**config.mk**
```make
export PLATFORM = sky130hd
export DESIGN_NAME = ntt_butterfly_scheduler
export DESIGN_NICKNAME = d
export VERILOG_FILES = /design/src/rtl/ntt_pkg.sv /design/src/rtl/ntt_addr_fifo.sv /design/src/rtl/ntt_butterfly_scheduler.sv
export SDC_FILE = /design/constraint.sdc
export NUM_CORES = 1
export LEC_CHECK = 0
export CAP_MARGIN = 30
export CORE_MARGIN = 4
export CORE_UTILIZATION = 50
export DETAILED_ROUTE_END_ITERATION = 10
export PLACE_DENSITY = 0.82
export SLEW_MARGIN = 20
export SYNTH_ARGS = -nofsm -noshare
export SYNTH_HDL_FRONTEND = slang
export SYNTH_SLANG_ARGS = --single-unit
export TNS_END_PERCENT = 5
```
**constraint.sdc**
```tcl
create_clock -name clk_i -period 3.2 [get_ports clk_i]
set_input_delay 0.8 -clock clk_i [delete_from_list [all_inputs] [get_ports clk_i]]
set_output_delay 0.8 -clock clk_i [all_outputs]
set_load 0.01 [all_outputs]
```
**src/rtl/ntt_pkg.sv**
```systemverilog
// Shared constants and types for the Kyber forward-NTT butterfly scheduler.
// Latency: n/a (types only).
// Backpressure: n/a.
package ntt_pkg;
    localparam int DATA_WIDTH    = 12;
    localparam int N             = 256;
    localparam int ADDR_WIDTH    = 8;
    localparam int TW_ADDR_WIDTH = 7;
    localparam int NUM_LAYERS    = 7;
    localparam int LAYER_W       = 3;
    localparam int KYBER_Q       = 3329;

    typedef enum logic [1:0] {
        IDLE,
        ISSUE,
        DRAIN,
        DONE
    } state_t;

    typedef struct packed {
        logic [ADDR_WIDTH-1:0] a;
        logic [ADDR_WIDTH-1:0] b;
    } addr_pair_t;
endpackage

```
**src/rtl/ntt_addr_fifo.sv**
```systemverilog
// Write-back address FIFO; its occupancy is the butterfly in-flight count.
// Latency: pushed entry visible at the head the cycle after push (show-ahead read).
// Backpressure: caller must not push when full_o; pop is ignored when empty_o.
module ntt_addr_fifo
    import ntt_pkg::*;
#(
    parameter int  DEPTH = 16,
    localparam int CNT_W = $clog2(DEPTH) + 1
) (
    input  logic             clk_i,
    input  logic             rst_n_i,
    input  logic             push_i,
    input  addr_pair_t       push_dat_i,
    input  logic             pop_i,
    output addr_pair_t       pop_dat_o,
    output logic             full_o,
    output logic             empty_o,
    output logic [CNT_W-1:0] count_o
);
    localparam int PTR_W = $clog2(DEPTH);

    addr_pair_t       mem_q [DEPTH];
    logic [PTR_W-1:0] wr_ptr_q, rd_ptr_q;
    logic [CNT_W-1:0] count_q;
    logic             do_pop;

    assign do_pop = pop_i && !empty_o;

    always_ff @(posedge clk_i) begin
        if (!rst_n_i) begin
            wr_ptr_q <= '0;
            rd_ptr_q <= '0;
            count_q  <= '0;
        end else begin
            if (push_i) wr_ptr_q <= wr_ptr_q + PTR_W'(1);
            if (do_pop) rd_ptr_q <= rd_ptr_q + PTR_W'(1);
            case ({push_i, do_pop})
                2'b10:   count_q <= count_q + CNT_W'(1);
                2'b01:   count_q <= count_q - CNT_W'(1);
                default: count_q <= count_q;
            endcase
        end
    end

    always_ff @(posedge clk_i) begin
        if (push_i) mem_q[wr_ptr_q] <= push_dat_i;
    end

    assign pop_dat_o = mem_q[rd_ptr_q];
    assign full_o    = (count_q == CNT_W'(DEPTH));
    assign empty_o   = (count_q == '0);
    assign count_o   = count_q;
endmodule

```
**src/rtl/ntt_butterfly_scheduler.sv**
```systemverilog
// Kyber forward-NTT sequencer: issues coefficient pairs + twiddle, writes results back; NTT_CYCLE_COUNT_EN adds cycle_count_o.
// Latency: read issued combinationally in ISSUE; write-back in the same cycle as bf_valid_out_i.
// Backpressure: issue stalls while FIFO_DEPTH butterflies are in flight; layers are barriered in DRAIN.
module ntt_butterfly_scheduler
    import ntt_pkg::*;
#(
    parameter int FIFO_DEPTH = 16
) (
    input  logic                     clk_i,
    input  logic                     rst_n_i,
    input  logic                     start_i,
    output logic                     busy_o,
    output logic                     done_o,
    output logic                     rd_en_o,
    output logic [ADDR_WIDTH-1:0]    rd_addr_a_o,
    output logic [ADDR_WIDTH-1:0]    rd_addr_b_o,
    input  logic [DATA_WIDTH-1:0]    rd_data_a_i,
    input  logic [DATA_WIDTH-1:0]    rd_data_b_i,
    output logic [TW_ADDR_WIDTH-1:0] tw_addr_o,
    input  logic [DATA_WIDTH-1:0]    tw_data_i,
    output logic                     bf_enable_o,
    output logic                     bf_valid_in_o,
    output logic [DATA_WIDTH-1:0]    bf_a_o,
    output logic [DATA_WIDTH-1:0]    bf_b_o,
    output logic [DATA_WIDTH-1:0]    bf_twiddle_o,
    input  logic                     bf_valid_out_i,
    input  logic [DATA_WIDTH-1:0]    bf_a_out_i,
    input  logic [DATA_WIDTH-1:0]    bf_b_out_i,
    output logic                     wr_en_o,
    output logic [ADDR_WIDTH-1:0]    wr_addr_a_o,
    output logic [ADDR_WIDTH-1:0]    wr_addr_b_o,
    output logic [DATA_WIDTH-1:0]    wr_data_a_o,
    output logic [DATA_WIDTH-1:0]    wr_data_b_o,
    output logic                     err_underflow_o
`ifdef NTT_CYCLE_COUNT_EN
    ,
    output logic [31:0]              cycle_count_o
`endif
);
    localparam int P_W   = ADDR_WIDTH - 1;
    localparam int CNT_W = $clog2(FIFO_DEPTH) + 1;

    state_t             state_q, state_d;
    logic [LAYER_W-1:0] layer_q, layer_d;
    logic [P_W-1:0]     p_q, p_d;
    logic               bf_vld_q, err_q;
    logic               issue, pop;

    logic [P_W-1:0]           mask, grp;
    logic [LAYER_W-1:0]       grp_sh;
    logic [ADDR_WIDTH-1:0]    addr_a, addr_b;
    logic [TW_ADDR_WIDTH-1:0] tw;

    addr_pair_t       head;
    logic             fifo_full, fifo_empty;
    logic [CNT_W-1:0] inflight;

    // Pair p splits into group bits (above the len mask) and offset bits; the group bits move up one place.
    always_comb begin
        mask   = {P_W{1'b1}} >> layer_q;
        grp_sh = LAYER_W'(P_W) - layer_q;
        grp    = p_q >> grp_sh;
        addr_a = {p_q & ~mask, 1'b0} | {1'b0, p_q & mask};
        addr_b = addr_a | ({1'b0, mask} + ADDR_WIDTH'(1));
        tw     = (TW_ADDR_WIDTH'(1) << layer_q) | grp;
    end

    always_comb begin
        state_d = state_q;
        layer_d = layer_q;
        p_d     = p_q;
        issue   = 1'b0;
        case (state_q)
            IDLE: begin
                if (start_i) begin
                    state_d = ISSUE;
                    layer_d = '0;
                    p_d     = '0;
                end
            end
            ISSUE: begin
                if (!fifo_full) begin
                    issue = 1'b1;
                    p_d   = p_q + P_W'(1);
                    if (p_q == '1) state_d = DRAIN;
                end
            end
            DRAIN: begin
                if (inflight == '0) begin
                    if (layer_q == LAYER_W'(NUM_LAYERS - 1)) begin
                        state_d = DONE;
                    end else begin
                        state_d = ISSUE;
                        layer_d = layer_q + LAYER_W'(1);
                        p_d     = '0;
                    end
                end
            end
            DONE:    state_d = IDLE;
            default: state_d = IDLE;
        endcase
    end

    always_ff @(posedge clk_i) begin
        if (!rst_n_i) begin
            state_q  <= IDLE;
            layer_q  <= '0;
            p_q      <= '0;
            bf_vld_q <= 1'b0;
            err_q    <= 1'b0;
        end else begin
            state_q  <= state_d;
            layer_q  <= layer_d;
            p_q      <= p_d;
            bf_vld_q <= issue;
            err_q    <= err_q | (bf_valid_out_i && fifo_empty);
        end
    end

    ntt_addr_fifo #(.DEPTH(FIFO_DEPTH)) u_addr_fifo (
        .clk_i      (clk_i),
        .rst_n_i    (rst_n_i),
        .push_i     (issue),
        .push_dat_i ('{a: addr_a, b: addr_b}),
        .pop_i      (pop),
        .pop_dat_o  (head),
        .full_o     (fifo_full),
        .empty_o    (fifo_empty),
        .count_o    (inflight)
    );

    assign pop = bf_valid_out_i && !fifo_empty;

    assign busy_o          = (state_q != IDLE);
    assign done_o          = (state_q == DONE);
    assign bf_enable_o     = busy_o;
    assign rd_en_o         = issue;
    assign rd_addr_a_o     = issue ? addr_a : '0;
    assign rd_addr_b_o     = issue ? addr_b : '0;
    assign tw_addr_o       = issue ? tw : '0;
    assign bf_valid_in_o   = bf_vld_q;
    assign bf_a_o          = rd_data_a_i;
    assign bf_b_o          = rd_data_b_i;
    assign bf_twiddle_o    = tw_data_i;
    assign wr_en_o         = pop;
    assign wr_addr_a_o     = pop ? head.a : '0;
    assign wr_addr_b_o     = pop ? head.b : '0;
    assign wr_data_a_o     = pop ? bf_a_out_i : '0;
    assign wr_data_b_o     = pop ? bf_b_out_i : '0;
    assign err_underflow_o = err_q;

`ifdef NTT_CYCLE_COUNT_EN
    logic [31:0] cycle_cnt_q;

    always_ff @(posedge clk_i) begin
        if (!rst_n_i) begin
            cycle_cnt_q <= '0;
        end else if (state_q == IDLE && start_i) begin
            cycle_cnt_q <= '0;
        end else if (busy_o) begin
            cycle_cnt_q <= cycle_cnt_q + 32'd1;
        end
    end

    assign cycle_count_o = cycle_cnt_q;
`endif
endmodule

```
==> impl_metrics.ini, run 1 <==
[logic_synthesis]
synth_top_family_by_area = multiplexers
synthAdderAreaFrac = 0.01515
yosys-top-cells-count = edfxtp_1, mux4_2, buf_4, and2_1
postSynth.asyncResetShare = 0
synthXorXnorAreaFrac = 0.01131
yosysMostFrequentCell = edfxtp_1
synthMuxAreaShare = 0.1255
synth_edf_count = 256
avgSynthCellArea_um2 = 16.01
syn-num-nets = 853
ys_seq_elements = 287
seq_area_frac_synth = 0.6704
yosysTopAreaCellShare = 0.6204
ys.flop_type = edfxtp_1
ys_types = 55
yosysWarnings = 0
synth.largest_area_cell = edfxtp_1
synth_compound_area_frac = 0.04594
synthTopCellsByArea = edfxtp_1, mux4_2, dfxtp_1
synthesis.area_mm2 = 0.01239
postSynthCellCount = 774
synth-simple-area-share = 0.08350

[pwr]
p_leak_nw = 5.605
total_power_mw = 10.20
irDropWorstVdd_uv = 538.3
p_per_area_mw_per_mm2 = 665.8

[setup_path]
cp_max_fo = 8
reg2reg_slack_ns = 0.49
crit_path_start_kind = register
cp_data_required_time_ns = 2.40
reg2reg_from = u_addr_fifo.count_o[2]
reg2reg_depth = 13
cp.arrival_ns = 2.47
crit_type = register to output port
endpoint_kind = output port
worstSetupEndpoint = wr_addr_a_o[7]
r2r_end = u_addr_fifo.count_o[2]

[timing]
rsz0062_at_grt = true
finalClockSkew_ns = 0.01278
slew_headroom = 0.5735
finalCriticalPeriod_ns = 3.271
fmax_ghz = 0.3058
max_slew.worst_pin.slew_ns = 0.6377
slew_viol_final = 0
fin_ws_ns = -0.07054
finalHoldViolations = 0
setup_violations = 8
finalCritPeriodShare = 1.022

[layout]
area_growth_syn_to_layout_pct = 23.69
diodes = 0
drive_above_1_share = 0.2985
num-nets-final = 995
num-fill-cells = 1637

[clock_tree]
path_clk_slew_ns = 0.06
cts.sink_count = 287
clock_path_buffers = 3
cts_root_buffer = clkbuf_16
numCtsBuffers = 28
h-tree-depth = 1
cts_tree = built
clkLatencyLatePin_ns = 0.55

[detailed_routing]
routedWlPerCell_um = 23.68
viasPerCell = 5.919
drt_wl_total_mm = 29.89
drcViolationCount = 0
drt-pass1-iter-count = 5
ant_nets = 0
drt_iter0_drc = 718
vias = 7470

[global_routing]
grt_pass1_wl_mm = 45.73
antenna_found_initial = 0
gr-usage-all-layers = 0.2240
grt_max_degree = 35
overflow = 0
grt_pass1_vias = 7723

[floorplan]
die_w_um = 165.4
die_h_um = 165.4
dieArea_mm2 = 0.02737
rows = 57
coreArea_mm2 = 0.02432
initial_core_util = 0.5095
io_pins = 170

[run_status]
violations = setup timing
status = finished with violations

[placement]
pre_cts_ws_ns = -0.01774
hpwl_mm = 18.27
gp_congestion = 0.8538
place.port_buffers = 97

[job]
max_cap_viol_count = 0

[min_path]
hp-class = register to register
-- how the worst min path moves through the flow --
stage,startpoint,endpoint,slack [ns],depth (start not counted)
6_report,err_underflow_o,err_underflow_o,0.52,2
5_1_grt,u_addr_fifo.count_o[4],u_addr_fifo.count_o[4],0.54,2
4_1_cts,err_underflow_o,err_underflow_o,0.52,2
3_5_place_dp,err_underflow_o,err_underflow_o,0.49,2
3_3_place_gp,err_underflow_o,err_underflow_o,0.47,2
2_1_floorplan,u_addr_fifo.count_o[4],u_addr_fifo.count_o[4],0.47,2
-- critical path, cell delays in order (launching register included) --
cell and delay (ns):
dfxtp_4 0.42, buf_4 0.15, buf_12 0.13, mux4_2 0.51, nor2b_1 0.16, a211oi_2 0.20
nor3_1 0.10, clkdlybuf4s15_1 0.26
-- repair_timing --
item,in CTS,in global routing
setup endpoints to repair,64,26
hold buffers,0,0
setup buffers,15,8
pin swaps,17,8
resized for setup,114,41
gates cloned,2,0
-- area by class of cell --
cell class,count,area [um^2],area share
clock inverters,13,178.9,0.01167
well taps,324,405.4,0.02645
inverters,21,90.09,0.005878
clock buffers,39,793.3,0.05176
multi-input cells,381,3707,0.2419
repair buffers,197,1828,0.1193
flip-flops and latches,287,8324,0.5431
-- registers in the layout, summed over array words and instances, names as in the netlist, named ones only --
register and cells:
u_addr_fifo.mem_q 256, layer_q 3, bf_valid_in_o 1, u_addr_fifo.rd_ptr_q 4, u_addr_fifo.wr_ptr_q 4, err_underflow_o 1, p_q 7, u_addr_fifo.count_o 5
state_q 2
-- placed cells by master (no fill, tap or decap), types with 15 or more instances in the layout --
| cell type | instances |
|---|---|
| buf_4 | 82 |
| dfxtp_1 | 24 |
| mux4_2 | 64 |
| nor2_1 | 35 |
| clkbuf_16 | 29 |
| clkdlybuf4s50_1 | 37 |
| edfxtp_1 | 256 |
| nand2_1 | 36 |
| and2_1 | 42 |
| nor3_1 | 17 |
| nor2b_1 | 19 |
| dlygate4sd2_1 | 42 |
| inv_1 | 17 |
| a211oi_2 | 15 |
-- where the power goes --
group	switching, mW	internal (mW)	leakage (nW)
sequential	0.103	4.14	2.68
combinational	1.14	1.40	2.45
clock	1.36	2.06	0.473
-- cell families after synthesis --
kind of cell,Yosys count
and+or+nand+nor,191
adders and majority gates,15
DFF,287
xor gates and xnor gates,16
AOI/OAI and AO/OA,84
muxes,75
buffers and inverters,106
-- stage by stage --
| stage | hold slack, ns | cells | utilization | instance area, um^2 | TNS, ns |
|---|---|---|---|---|---|
| 6_report | 0.5200 | 1262 | 0.6302 | 15330 | -0.3124 |
| 5_1_grt | 0.5424 | 1262 | 0.6302 | 15330 | -1.177 |
| 4_1_cts | 0.5165 | 1255 | 0.6237 | 15170 | -1.310 |
| 3_5_place_dp | 0.4929 | 1186 | 0.5727 | 13930 | -0.01774 |
| 3_3_place_gp | 0.4689 | 1186 | 0.5727 | 13930 | 0 |
| 2_1_floorplan | 0.4719 | 774 | - | 12390 | 0 |
-- per-layer routing --
layer	GRT usage	wire length, um	vias to the layer above
li1	-	-	3228
met1	0.3086	11570	3728
met2	0.3617	14430	441
met3	0.05560	3180	73
met4	0.05887	700	0
met5	0	0	-
Power figures use the tool's default switching activity.
==> run 2, diff against run 1 <==
Settings changed: CORE_UTILIZATION 50 to 59, PLACE_DENSITY 0.82 to default, PLACE_DENSITY_LB_ADDON from default to 0.1, REMOVE_ABC_BUFFERS from default to 1.
Clock period 3.2 ns to 4.2 ns, I/O delays scaled along.
==> impl_metrics.ini, run 2 (same netlist as run 1, synthesis figures left out) <==
[run_status]
status = finished, final reports clean

[layout]
multiInputGateArea_mm2 = 0.003537
seq_area_mm2 = 0.008318
stdcell_count = 1138
mostFrequentLayoutCell = edfxtp_1
final_cell_mix = edfxtp_1, clkdlybuf4s50_1, mux4_2, and2_1, nand2_1
num-nets-final = 928
num-fill-cells = 1351
area_growth_syn_to_layout_pct = 16.37
diodes = 0
largest_reg_flops = 256
largest_register = u_addr_fifo.mem_q
finish.utilization = 0.7058
drive_above_1_share = 0.1959

[detailed_routing]
drt-pass1-iter-count = 4
routedWlPerCell_um = 24.64
ant_nets = 0
vias = 7057
viasPerCell = 6.201
drcViolationCount = 0
drt_iter0_drc = 384
drt_wl_total_mm = 28.04

[timing]
max_slew.worst_pin.slew_ns = 0.8557
finalCriticalPeriod_ns = 4.066
rsz0062_at_grt = true
finalCritPeriodShare = 0.9682
setup_violations = 0
fmax_ghz = 0.2459
slew_viol_final = 0
fin_tns_setup_ns = 0
slew_headroom = 0.4277
finalHoldViolations = 0
finalClockSkew_ns = 0.01161

[pwr]
p_per_area_mw_per_mm2 = 499.7
irDropWorstVdd_uv = 372.9
total_power_mw = 7.206
p_leak_nw = 4.872

[clock_tree]
numCtsBuffers = 28
h-tree-depth = 1
path_clk_slew_ns = 0.06
clkLatencyLatePin_ns = 0.54
cts_root_buffer = clkbuf_16
cts.sink_count = 287
clock_path_buffers = 3
cts_tree = built
cts_setup_buffers = 0

[placement]
hpwl_mm = 18.44
gp_congestion = 0.8691
dp.cells = 1089
place.port_buffers = 97

[global_routing]
use_met1 = 0.3352
busiest_layer = met2
grt_max_degree = 42
overflow = 0
antenna_found_initial = 0
grtUsageMet2 = 0.3823
gr-usage-all-layers = 0.2395
grt_pass1_wl_mm = 43.33
grt_pass1_vias = 7371
met3_usage = 0.06616

[setup_path]
endpoint_kind = output port
cp_data_required_time_ns = 3.15
crit_path_start_kind = register
slowest_stage = dfxtp_4
critical-path-top-delay-family = buffers and inverters
reg2reg_slack_ns = 1.12
crit_chain = buf_4, mux4_2, nor2b_1, a211oi_1, nor3_1, clkdlybuf4s50_1
crit_type = register to output port
cp_max_fo = 16
cp.arrival_ns = 3.02
crit_buf_inv = 2
slowest_delay_ns = 0.59

[floorplan]
die_w_um = 152.9
die_h_um = 152.9
initial_core_util = 0.6066
io_pins = 170
dieArea_mm2 = 0.02339
coreArea_mm2 = 0.02043
rows = 52

[job]
max_cap_viol_count = 0

[min_path]
hp-class = register to register
-- run 2: changes by cell type in the layout (fill, tap and decap cells not counted), moves of 6 or more --
| cell | before | now |
|---|---|---|
| clkdlybuf4s50_1 | 37 | 97 |
| buf_4 | 82 | 29 |
| dlygate4sd2_1 | 42 | 0 |
| a211oi_1 | 8 | 22 |
| a211oi_2 | 15 | 1 |
| buf_12 | 10 | 3 |
| nor2_1 | 35 | 29 |
| nor2_2 | 1 | 7 |
-- run 2: through the flow --
stage          setup WS [ns]  hold WS [ns]  cell area, um^2
2_1_floorplan        -0.7219        0.4719            11870
3_3_place_gp          0.4413        0.4939            13520
3_5_place_dp          0.3637        0.4850            13520
4_1_cts             -0.03591        0.5149            14400
5_1_grt            -0.002262        0.5529            14420
6_report              0.1338        0.5182            14420
-- run 2: final timing paths --
| kind | start | to | depth (start not counted) |
|---|---|---|---|
| setup / recovery | register | wr_addr_b_o[4] | 6 |
| hold / removal | err_underflow_o | err_underflow_o | 2 |
| setup reg to reg | u_addr_fifo.count_o[0] | u_addr_fifo.count_o[2] | 10 |
| hold reg to reg | err_underflow_o | err_underflow_o | 2 |
-- run 2: power by group --
part           switching [mW]  total [mW]  internal (mW)
Combinational           0.708        1.56          0.853
Sequential              0.106        3.26           3.15
Clock                    1.01        2.39           1.38
-- run 2: layout make-up --
| cell class | count | area share |
|---|---|---|
| clock buffers | 35 | 0.05189 |
| repair buffers | 130 | 0.08850 |
| well taps | 270 | 0.02343 |
| inverters | 21 | 0.005727 |
| multi-input cells | 381 | 0.2453 |
| clock inverters | 14 | 0.008330 |
| flip-flops and latches | 287 | 0.5768 |
-- run 2: worst min-delay path: cells and delay by family (launching register included) --
| family | cells | cell delay (ns) |
|---|---|---|
| AOI/OAI and AO/OA | 1 | 0.05 |
| and+or+nand+nor | 1 | 0.10 |
| DFF | 1 | 0.34 |
-- run 2: routing by layer --
layer  share of wire  wire length [um]
met5          0.0035                97
met4           0.016               442
met3           0.085              2379
met2            0.49             13820
met1            0.40             11300
-- run 2: timing repair --
action | 4_1_cts | 5_1_grt
hold buffers | 0 | 0
resized for setup | 2 | 7
pin swaps | 0 | 0
endpoints found under the setup margin | 4 | 7
